File: src/rtl/wb_din_stage_pkg.sv
// Shared definitions for the register-file write-back stage:
// din source encodings, FSM state type and the x0 write-suppression helper.
package wb_din_stage_pkg;

   // din source select encodings (CTL values)
   localparam int unsigned DIN_SRC_PC   = 0;
   localparam int unsigned DIN_SRC_MM   = 1;
   localparam int unsigned DIN_SRC_ALU  = 2;
   localparam int unsigned DIN_SRC_INST = 3;

   typedef enum logic [0:0] {
      WB_IDLE    = 1'b0,
      WB_WAIT_MM = 1'b1
   } wb_state_t;

   // A write is allowed unless the target is x0 and x0 is read-only
   function automatic logic wr_allowed(input logic zero_ro, input logic addr_is_zero);
      return !(zero_ro && addr_is_zero);
   endfunction

endpackage

File: src/rtl/wb_src_sel.sv
// Parametrised NSRC:1 write-data source mux. Any CTL value at or above NSRC
// selects the last source, matching the legacy mux default branch.
module wb_src_sel #(
   parameter int unsigned DATA_W = 32,
   parameter int unsigned NSRC   = 4,
   parameter int unsigned SEL_W  = 2
) (
   input  logic [SEL_W-1:0]       CTL,
   input  logic [NSRC*DATA_W-1:0] SRC,
   output logic [DATA_W-1:0]      DOUT
);

   // Default to the last source so out-of-range selects clamp to it
   always_comb begin
      DOUT = SRC[(NSRC-1)*DATA_W +: DATA_W];
      for (int unsigned i = 0; i < NSRC; i++) begin
         if (32'(CTL) == i) DOUT = SRC[i*DATA_W +: DATA_W];
      end
   end

endmodule

File: src/rtl/wb_din_stage.sv
// Registered write-back stage: picks the register-file write data from the
// din sources, handshakes requests, waits on the memory source with a
// timeout, and supports flush and x0 write suppression.
module wb_din_stage
   import wb_din_stage_pkg::*;
#(
   parameter int unsigned DATA_W  = 32,
   parameter int unsigned NSRC    = 4,
   parameter int unsigned SEL_W   = 2,
   parameter int unsigned ADDR_W  = 5,
   parameter int unsigned MEM_SRC = DIN_SRC_MM,
   parameter int unsigned TIMEOUT = 15,
   parameter bit          ZERO_RO = 1'b1
) (
   input  logic                   CLK,
   input  logic                   RST,
   input  logic                   IN_VALID,
   output logic                   IN_READY,
   input  logic [SEL_W-1:0]       CTL,
   input  logic [ADDR_W-1:0]      WADDR,
   input  logic [NSRC*DATA_W-1:0] SRC,
   input  logic                   MM_VALID,
   input  logic                   FLUSH,
   output logic                   WE,
   output logic [ADDR_W-1:0]      WA,
   output logic [DATA_W-1:0]      WD,
   output logic                   BUSY,
   output logic                   ERR
);

   localparam int unsigned CNT_W = $clog2(TIMEOUT + 1);

   wb_state_t         state;
   logic [CNT_W-1:0]  cnt;
   logic [ADDR_W-1:0] waddr_q;
   logic [DATA_W-1:0] sel_data;
   logic [DATA_W-1:0] mm_data;
   logic              accept;
   logic              is_mem;

   wb_src_sel #(
      .DATA_W (DATA_W),
      .NSRC   (NSRC),
      .SEL_W  (SEL_W)
   ) u_src_sel (
      .CTL  (CTL),
      .SRC  (SRC),
      .DOUT (sel_data)
   );

   assign mm_data  = SRC[MEM_SRC*DATA_W +: DATA_W];
   assign IN_READY = (state == WB_IDLE) && !RST;
   assign BUSY     = (state == WB_WAIT_MM);
   assign accept   = IN_VALID && IN_READY && !FLUSH;
   assign is_mem   = (CTL == SEL_W'(MEM_SRC));

   // FSM, timeout counter and registered write-port outputs
   always_ff @(posedge CLK) begin
      if (RST) begin
         state   <= WB_IDLE;
         cnt     <= '0;
         waddr_q <= '0;
         WE      <= 1'b0;
         WA      <= '0;
         WD      <= '0;
         ERR     <= 1'b0;
      end else begin
         WE  <= 1'b0;
         ERR <= 1'b0;
         case (state)
            WB_IDLE: begin
               if (accept) begin
                  if (is_mem && !MM_VALID) begin
                     state   <= WB_WAIT_MM;
                     waddr_q <= WADDR;
                     cnt     <= '0;
                  end else if (wr_allowed(ZERO_RO, WADDR == '0)) begin
                     WE <= 1'b1;
                     WA <= WADDR;
                     WD <= sel_data;
                  end
               end
            end
            WB_WAIT_MM: begin
               if (FLUSH) begin
                  state <= WB_IDLE;
               end else if (MM_VALID) begin
                  state <= WB_IDLE;
                  if (wr_allowed(ZERO_RO, waddr_q == '0)) begin
                     WE <= 1'b1;
                     WA <= waddr_q;
                     WD <= mm_data;
                  end
               end else if (cnt == CNT_W'(TIMEOUT - 1)) begin
                  state <= WB_IDLE;
                  ERR   <= 1'b1;
               end else begin
                  cnt <= cnt + 1'b1;
               end
            end
            default: state <= WB_IDLE;
         endcase
      end
   end

endmodule
File: config.mk
export PLATFORM = sky130hd
export DESIGN_NAME = wb_din_stage
export DESIGN_NICKNAME = d
export VERILOG_FILES = /design/src/rtl/wb_din_stage_pkg.sv /design/src/rtl/wb_src_sel.sv /design/src/rtl/wb_din_stage.sv
export SDC_FILE = /design/constraint.sdc
export NUM_CORES = 1
export LEC_CHECK = 0
export BUFFER_PORTS_ARGS = -buffer_cell sky130_fd_sc_hd__buf_2
export CAP_MARGIN = 20
export CORE_ASPECT_RATIO = 1.4
export CORE_MARGIN = 2
export CORE_UTILIZATION = 49
export CTS_CLUSTER_DIAMETER = 40
export DETAILED_ROUTE_END_ITERATION = 8
export PLACE_DENSITY_LB_ADDON = 0.2
export SYNTH_ARGS = -nofsm -noshare
export SYNTH_HDL_FRONTEND = slang
export SYNTH_SLANG_ARGS = --single-unit
File: constraint.sdc
create_clock -name CLK -period 4.1 [get_ports CLK]
set_input_delay 0.41 -clock CLK [delete_from_list [all_inputs] [get_ports CLK]]
set_output_delay 0.41 -clock CLK [all_outputs]
set_load 0.05 [all_outputs]
Word-level counts from Yosys, hierarchy flattened
Cells that the tools add are included.

storage, ports and cells
  word-level logic and storage cells = 74
  register bits after elaboration = 49
  output and inout port bits = 41
  bits of input ports = 140

cells by class
  reductions and logical operators = 14
  bitwise logic cells = 1
  add/subtract/negate cells = 1
  equal/unequal tests = 13
  mux-type cells = 38

operators by type and width
  kind                   count
  $mux W32               10
  $pmux W32 S2           1
  $mux W5                6
  $mux W4                5
  $ne A2 B2 Y1 const B   8
  $mux W1                12
  $logic_not A5 Y1       2
  $pmux W5 S2            1
  $pmux W4 S2            1
  $reduce_and A6 Y1      1
  $reduce_and A5 Y1      1
  $add A4 B1 Y4 const B  1
  $eq A2 B2 Y1 const B   2
  $eq A4 B4 Y1 const B   1
  $logic_and A1 B1 Y1    4
  $pmux W1 S2            2
  $reduce_or A4 Y1       1
  $logic_not A1 Y1       3
  $reduce_and A3 Y1      1
  $eq A2 B1 Y1 const B   1
  $logic_not A2 Y1       1
  $ne A2 B1 Y1 const B   1
  $not A1 Y1             1

Logic depth before layout (Yosys ltp)
Gate-level depths: netlist of run 1.

  depth after elaboration = 9
  mapped depth = 7
  depth with buffers taken out = 6

Modules after synthesis
A second synthesis of run 1 with hierarchy kept.

second synthesis, totals
  cells, all modules = 274
  area, all modules = 3,136.8 um2

modules (own cells, without submodules)
  module        cells an instance  instances  seq. area each (um2)  area each (um2)
  wb_din_stage  235                1          980.9                 2,322.2
  wb_src_sel    39                 1          0.0                   814.5

Worst setup path before layout of run 1
No wires, ideal clock.

  path kind = register to output
  start point = reg state, in the netlist BUSY
  end point = out IN_READY
  path slack = 1,842 ps
  required time = 3,690 ps
  arrival time = 1,848 ps
  cell stages (with the launch flop) = 5
  path buffers = 3
  cells stage by stage = dfxtp_1 -> buf_2 -> clkbuf_1 -> clkbuf_1 -> nor2_1

between the ends
  longest elaborated chain between the ends = 2

RTL lines
  item                    line                text
  start, declared         wb_din_stage.sv:33  wb_state_t state;
  start signal, assigned  wb_din_stage.sv:60  state <= WB_IDLE;
  start signal, assigned  wb_din_stage.sv:74  state <= WB_WAIT_MM;
  start signal, assigned  wb_din_stage.sv:86  state <= WB_IDLE;
  $not A1 Y1              --
  $logic_and A1 B1 Y1     wb_din_stage.sv:52  assign IN_READY = (state == WB_IDLE) && !RST;
  end, declared           wb_din_stage.sv:18  output logic IN_READY,

No other way between the ends.

Worst setup path after layout of run 1
  start point = reg state, in the netlist BUSY
  end point = reg WD[23]

between the ends
  longest elaborated chain between the ends = 6
  elaborated cells on any way between the ends = 12
  classes of those cells = eq/ne: 6; mux: 1; bitwise: 1; reduce/logical: 4

RTL lines
  item                                line                text
  $not A1 Y1                          --
  $logic_and A1 B1 Y1                 wb_din_stage.sv:52
  $logic_and A1 B1 Y1 (2 in a row)    wb_din_stage.sv:54  assign accept = IN_VALID && IN_READY && !FLUSH;
  $ne A2 B2 Y1 (no source line)       --
  $reduce_and A6 Y1 (no source line)  --
  end signal, assigned                wb_din_stage.sv:80  WD <= sel_data;
  end signal, assigned                wb_din_stage.sv:92  WD <= mm_data;
  end, declared                       wb_din_stage.sv:26  output logic [DATA_W-1:0] WD,

Parallel ways exist; a longest one is shown, timed or not.
A chain may end at the register's enable or synchronous reset.

==> flow_summary.json, run 1 <==
{
  "outcome": "complete, no violations",
  "cts_max_level": 2,
  "cts_resized": 0,
  "ys_seq_elements": 49,
  "seq_area_um2": 982,
  "die_h_um": 103,
  "worstSetupPathType": "reg -> reg",
  "die_w_um": 74.7,
  "cp.required_ns": 4.33,
  "viasPerCell": 5.36,
  "ys_types": 29,
  "core_mm2": 0.00685,
  "num_rows": 36,
  "cp-end-kind": "flop",
  "min_path_type": "in -> reg",
  "reg2reg_slack_ns": 1.62,
  "drt-initial-drc-count": 110,
  "io_buffers": 180,
  "grt_overflow": 0,
  "p_int_uw": 781,
  "num_vias": 3396,
  "rsz0062_at_grt": "false",
  "path_buf_inv": 1,
  "fillerInstances": 622,
  "syn_to_final_growth_pct": 29.3,
  "cts_buffers": 5,
  "power_mw": 1.11,
  "cts.root.buffer_cell": "clkbuf_8",
  "final_cells": 633,
  "slew_violations": 0,
  "grt_pass1_vias": 3107,
  "grt_max_degree": 86,
  "synth_top_cell_by_area": "dfxtp_1",
  "max_stage_delay_ns": 0.97,
  "reg2regPathDepth": 5,
  "die-area_mm2": 0.00769,
  "critPathTopFamily": "flip-flops",
  "clock_skew_ns": 0.00554,
  "leakagePower_nw": 2.24,
  "max_cap_violations": 0,
  "cp-endpoint": "WD[23]$_SDFFE_PP0P_",
  "route.antenna.remaining_nets": 0,
  "path_cells": "nor4b_4 > o211ai_1 > a22o_2 > buf_4 > mux2i_1",
  "cts_setup_buffers": 0,
  "grt_first_pass_wirelength_um": 14000,
  "drt-pass1-iter-count": 4,
  "hold_ws_ns": 0.393,
  "cts_tree": "yes",
  "wirelength_um": 9430,
  "drcViolationCount": 0,
  "netlist_area_mm2": 0.00343,
  "diodes": 0,
  "dp.cells": 624,
  "hold_violations": 0,
  "antenna_found_initial": 0,
  "comb_power_share_pct": 27.3,
  "synthesis.nets": 525,
  "clk_latency_ns": 0.30,
  "sw_frac_of_total_pct": 29.8,
  "clkPwrFrac_pct": 27.7,
  "slew_headroom_pct": 25.7,
  "ys_top_cells_by_area": "dfxtp_1 (29%), mux2i_1 (20%), a21boi_0 (14%)",
  "syn_avg_cell_area_um2": 8.94,
  "startpoint": "BUSY$_SDFF_PP0_",
  "max_freq_ghz": 0.403,
  "layout-drive-gt1-share_pct": 36.6,
  "setup_violations": 0,
  "crit_arrival_ns": 2.71,
  "finalCritPeriodShare_pct": 60.5,
  "startpoint_type": "flop",
  "cp_slowest_cell": "dfxtp_2",
  "routabilityCongestion": 0.765,
  "seq_area_frac_synth_pct": 28.6,
  "power_frac_seq_pct": 45.0,
  "cp.depth": 5,
  "tightest_slew_ns": 1.11,
  "netlist_instances": 383,
  "hold_buffers": 0,
  "wl_per_cell_um": 14.9,
  "multi_input_area_mm2": 0.00226,
  "final_nets": 679,
  "r2r_start": "BUSY$_SDFF_PP0_",
  "worstPathMaxFanout": 45,
  "start_util_pct": 50.0,
  "globalRouteTotalUtil_pct": 23.1,
  "p_switching_uw": 332,
  "fin_crit_ns": 2.48,
  "hpwlAfterDp_um": 6690,
  "ys.warnings.count": 0,
  "vdd_drop_max_uv": 257,
  "cts_buffer_depth": 2,
  "cellPowerDensity_mw_per_mm2": 251,
  "num_io_pins": 181,
  "cts_sinks": 49,
  "clk_pin_slew_ns": 0.08,
  "synth_top_area_share_pct": 28.6,
  "tns_ns": 0,
  "r2r-end": "WD[23]$_SDFFE_PP0P_"
}
## power by group through the flow
stage	Combinational (mW)	Clock, mW	Sequential, mW
3_5_place_dp	0.301	0	0.511
3_3_place_gp	0.296	0	0.511
5_1_grt	0.329	0.333	0.502
4_1_cts	0.302	0.317	0.500
6_report	0.304	0.308	0.500
2_1_floorplan	0.145	0	0.562
## sequential cells by signal (all words and copies together), names as in the netlist
register	cells
waddr_q	5
WA	5
WD	32
ERR	1
WE	1
cnt	4
BUSY	1
## cell families (layout without fill, tap and decap cells)
logic type	after synthesis	in the layout	synth area share, %
adders and majority gates	2	2	0.730
AOI/OAI and AO/OA	141	141	30.2
xor gates and xnor gates	1	1	0.256
muxes	75	75	22.1
buffers and inverters	41	196	5.37
and+or+nand+nor	74	74	12.7
DFF	49	49	28.6
## per-stage QoR
stage	util [%]	worst slack, ns	instance area, um2
after floorplan	-	1.84	3430
after detailed placement	62.8	1.42	4300
after CTS	64.3	1.59	4400
after global placement	62.8	1.51	4300
after global routing	64.7	1.42	4430
final	64.7	1.62	4430
## Yosys cell counts
| library cell | n |
|---|---|
| or4_1 | 2 |
| nor2b_1 | 5 |
| mux2_1 | 5 |
| or3_1 | 2 |
| nor4b_4 | 1 |
| a21boi_0 | 64 |
| nand3_1 | 7 |
| nor3b_2 | 1 |
| ha_1 | 2 |
| or3b_2 | 1 |
| a211oi_1 | 32 |
| nand2b_1 | 35 |
| buf_6 | 3 |
| xnor2_1 | 1 |
| nor2_1 | 12 |
| a22o_1 | 1 |
| o211ai_1 | 1 |
| inv_1 | 4 |
| mux2i_1 | 70 |
| clkbuf_1 | 26 |
| buf_2 | 6 |
| nor3_1 | 1 |
| a32oi_1 | 1 |
| dfxtp_1 | 49 |
| buf_1 | 2 |
| nand2_1 | 7 |
| o21bai_1 | 32 |
| o21ai_0 | 3 |
| a21oi_1 | 7 |
## layout make-up
type	count	area share (%)
Inverter	4	0.339
Clock inverter	1	0.113
Sequential cell	49	22.2
Tap cell	95	2.68
Multi-Input combinational cell	293	51.1
Clock buffer	7	2.17
Timing Repair Buffer	184	21.5
## how the worst min path moves through the flow
| stage | start | endpoint | cells after the start |
|---|---|---|---|
| floorplan | waddr_q[3]$_SDFFE_PP0P_ | waddr_q[3]$_SDFFE_PP0P_ | 2 |
| global placement | waddr_q[2]$_SDFFE_PP0P_ | waddr_q[2]$_SDFFE_PP0P_ | 2 |
| detailed placement | waddr_q[2]$_SDFFE_PP0P_ | waddr_q[2]$_SDFFE_PP0P_ | 2 |
| CTS | WADDR[2] | waddr_q[2]$_SDFFE_PP0P_ | 3 |
| global route | WADDR[2] | waddr_q[2]$_SDFFE_PP0P_ | 3 |
| finish | WADDR[2] | waddr_q[2]$_SDFFE_PP0P_ | 3 |
## worst register-to-register path: cells and delay by family, from the launching register on
| kind | cells | cell delay [ns] |
|---|---|---|
| multiplexers | 1 | 0.26 |
| AO/OA/AOI/OAI | 2 | 0.52 |
| AND/OR/NAND/NOR | 1 | 0.19 |
| flip-flops | 1 | 0.97 |
| buffers and inverters | 1 | 0.47 |
## cell usage in the layout (no fill, tap or decap)
| master | instances |
|---|---|
| a211oi_1 | 32 |
| a21oi_1 | 7 |
| nor3_1 | 1 |
| nand3_1 | 7 |
| nand2b_1 | 35 |
| a32oi_1 | 1 |
| clkbuf_8 | 7 |
| clkinv_2 | 1 |
| nor2b_1 | 5 |
| xnor2_1 | 1 |
| a22o_2 | 1 |
| o21bai_1 | 32 |
| mux2i_1 | 70 |
| dfxtp_1 | 48 |
| buf_2 | 180 |
| nor4b_4 | 1 |
| nor2_1 | 12 |
| ha_1 | 2 |
| or3b_2 | 1 |
| nand2_1 | 7 |
| a21boi_0 | 64 |
| or4_1 | 2 |
| dfxtp_2 | 1 |
| o211ai_1 | 1 |
| nor3b_2 | 1 |
| buf_4 | 3 |
| buf_16 | 1 |
| inv_1 | 4 |
| o21ai_0 | 3 |
| or3_1 | 2 |
| mux2_1 | 5 |
## routing by layer
metal	part of all wire [%]	vias to the layer above	track usage [%]	wire length, um
met1	39	1574	25.6	3700
met5	0	-	0	0
met4	2.0	0	7.14	190
li1	-	1698	-	-
met3	5.9	13	4.20	553
met2	53	111	43.6	4980
Power figures use the tool's default switching activity.
==> inputs of run 2 (changes only) <==
Settings changed: ABC_AREA set to 1, CORE_UTILIZATION 49 to 44.
Clock period 4.1 ns to 2.3 ns, I/O delays scaled along.
==> flow_summary.json, run 2 <==
{
  "drt-initial-drc-count": 201,
  "r2r_start": "BUSY$_SDFF_PP0_",
  "ys_top_cells_by_area": "dfxtp_1 (32%), nand2_1 (27%), nand3_1 (11%)",
  "route.antenna.remaining_nets": 0,
  "rsz0062_at_grt": "false",
  "synth_top_area_share_pct": 31.6,
  "slew_violations": 0,
  "drt-pass1-iter-count": 4,
  "synth-edff-count": 0,
  "critPathTopFamily": "simple AND/OR/NAND/NOR gates",
  "cellPowerDensity_mw_per_mm2": 469,
  "crit_arrival_ns": 2.17,
  "outcome": "complete, no violations",
  "sw_frac_of_total_pct": 33.0,
  "async_flop_share_pct": 0,
  "post-place-ws_ns": 0.232,
  "start_util_pct": 45.1,
  "layout-drive-gt1-share_pct": 29.6,
  "largest_register_ffs": 32,
  "syn_avg_cell_area_um2": 5.81,
  "netlist_area_mm2": 0.00311,
  "cp.required_ns": 2.54,
  "grt_max_degree": 34,
  "diodes": 0,
  "cts.root.buffer_cell": "clkbuf_8",
  "dp.cells": 787,
  "worstPathMaxFanout": 28,
  "num_vias": 3938,
  "die_h_um": 103,
  "synth-main-ff-cell": "dfxtp_1",
  "die_w_um": 75.0,
  "r2r-end": "WA[1]$_SDFFE_PP0P_",
  "synth_compound_area_share_pct": 6.32,
  "grt_overflow": 0,
  "max_cap_violations": 0,
  "netlist_instances": 535,
  "setup_violations": 0,
  "synthMuxAreaShare_pct": 0,
  "clk_pin_slew_ns": 0.09,
  "globalRouteTotalUtil_pct": 26.2,
  "reg2regPathDepth": 8,
  "final_cell_mix": "nand2_1 (226), buf_2 (180), nor2_1 (71)",
  "path_cells": "inv_2 > nand2_1 > nor2_2 > nand3_2 > nand2_2 > inv_4 > nor2_1 > nor2_1",
  "max_stage_delay_ns": 0.63,
  "min_path_type": "in -> reg",
  "cts_buffer_depth": 2,
  "p_switching_uw": 641,
  "slew_headroom_pct": 47.5,
  "final_util_pct": 60.1,
  "startpoint_type": "flop",
  "grt_first_pass_wirelength_um": 15900,
  "post-synth-top-count-cell": "nand2_1",
  "ys_seq_elements": 49,
  "io_buffers": 180,
  "wl_per_cell_um": 13.0,
  "core_mm2": 0.00689,
  "critPathMostFrequentCell": "nor2_1",
  "fin_crit_ns": 1.93,
  "cp.depth": 8,
  "max_freq_ghz": 0.519,
  "power_mw": 1.94,
  "num_io_pins": 181,
  "hold_violations": 0,
  "ys_top_cells_by_count": "nand2_1 (226), nor2_1 (72), nand3_1 (66)",
  "synth_top_cell_by_area": "dfxtp_1",
  "startpoint": "BUSY$_SDFF_PP0_",
  "grt_pass1_vias": 3440,
  "routabilityCongestion": 0.952,
  "regMostFlops": "WD",
  "syn_to_final_growth_pct": 33.3,
  "leakagePower_nw": 2.29,
  "comb_power_share_pct": 28.4,
  "viasPerCell": 4.95,
  "synthesis.nets": 677,
  "top_regs": "WD (32), WA (5), waddr_q (5)",
  "finalCritPeriodShare_pct": 83.9,
  "yosys.area_share.simple_pct": 53.6,
  "min_delay_path_depth": 2,
  "antenna_found_initial": 0,
  "tightest_slew_ns": 0.788,
  "fin_ws_ns": 0.371,
  "drcViolationCount": 0,
  "synth_top_family_by_area": "simple AND/OR/NAND/NOR gates",
  "die-area_mm2": 0.00776,
  "worstSetupPathType": "reg -> reg",
  "synthXorXnorAreaFrac_pct": 0.282,
  "final_nets": 841,
  "wirelength_um": 10300,
  "clk_latency_ns": 0.30,
  "cp-endpoint": "WA[1]$_SDFFE_PP0P_",
  "fillerInstances": 735,
  "path_buf_inv": 2,
  "clock_skew_ns": 0.00520,
  "tns_ns": 0,
  "power_frac_seq_pct": 46.1,
  "ys.warnings.count": 0,
  "num_rows": 36,
  "ys_types": 24,
  "cts_buffers": 5,
  "vdd_drop_max_uv": 274,
  "cp-end-kind": "flop",
  "seq_area_frac_synth_pct": 31.6,
  "reg2reg_slack_ns": 0.37,
  "cp_slowest_cell": "dfxtp_1",
  "mostFrequentLayoutCell": "nand2_1",
  "cts_max_level": 2,
  "cts_tree": "yes",
  "p_int_mw": 1.30,
  "placed_cell_area_mm2": 0.00406,
  "hold_ws_ns": 0.171,
  "clkPwrFrac_pct": 25.5,
  "synth_fa_ha_area_share_pct": 0.805,
  "final_cells": 795,
  "cts_sinks": 49,
  "hpwlAfterDp_um": 7840,
  "fin_area_mm2": 0.00414
}
==> run 2: changes by cell type in the layout (fill, tap and decap cells not counted), moves of 8 or more <==
cell	previous run	this run
nand2_1	7	226
mux2i_1	70	0
a21boi_0	64	0
nand3_1	7	66
nor2_1	12	71
nand2b_1	35	0
a211oi_1	32	0
o21bai_1	32	1
nand3b_1	0	22
o21ai_0	3	18
a21oi_1	7	18
buf_4	3	11
inv_1	4	12
==> run 2: cells by family after synthesis <==
kind of cell | after synthesis
AO/OA/AOI/OAI | 38
XOR/XNOR | 1
adder cells (fa/ha/maj) | 2
buffers and inverters | 51
flip-flops | 49
AND/OR/NAND/NOR | 394
==> run 2: layout make-up <==
class | instances | area [um2] | area share [%]
multi-input combinational | 435 | 1900 | 45.8
sequential | 49 | 981 | 23.7
clock inverter | 1 | 7.51 | 0.181
inverter | 16 | 62.6 | 1.51
timing repair buffer | 192 | 998 | 24.1
tap | 95 | 119 | 2.87
clock buffer | 7 | 76.3 | 1.84
==> run 2: metal layers <==
layer | global-route usage, % | up-vias | share of wire, % | wire, um
li1 | - | 2025 | - | -
met1 | 32.9 | 1752 | 40 | 4140
met2 | 46.4 | 150 | 51 | 5240
met3 | 3.68 | 11 | 7.9 | 819
met4 | 6.87 | 0 | 1.2 | 121
met5 | 0 | - | 0 | 0
==> run 2: worst min-delay path by stage <==
stage	startpoint	end	slack, ns
finish	FLUSH	ERR$_SDFF_PP0_	0.17
global route	FLUSH	ERR$_SDFF_PP0_	0.17
CTS	FLUSH	ERR$_SDFF_PP0_	0.16
detailed placement	WD[17]$_SDFFE_PP0P_	WD[17]$_SDFFE_PP0P_	0.48
global placement	WD[28]$_SDFFE_PP0P_	WD[28]$_SDFFE_PP0P_	0.47
floorplan	FLUSH	ERR$_SDFF_PP0_	0.31
==> run 2: power by group through the flow <==
stage	combinational, mW	sequential (mW)	clock, mW
detailed placement	0.550	0.914	0
global route	0.609	0.898	0.531
floorplan	0.235	1.02	0
global placement	0.542	0.914	0
CTS	0.552	0.895	0.506
finish	0.552	0.895	0.496
==> run 2: timing repair <==
item | CTS | global route
resized for setup | 0 | 2
buffers inserted | 0 | 0
endpoints found under the setup margin | 0 | 8
hold buffers | 0 | 0
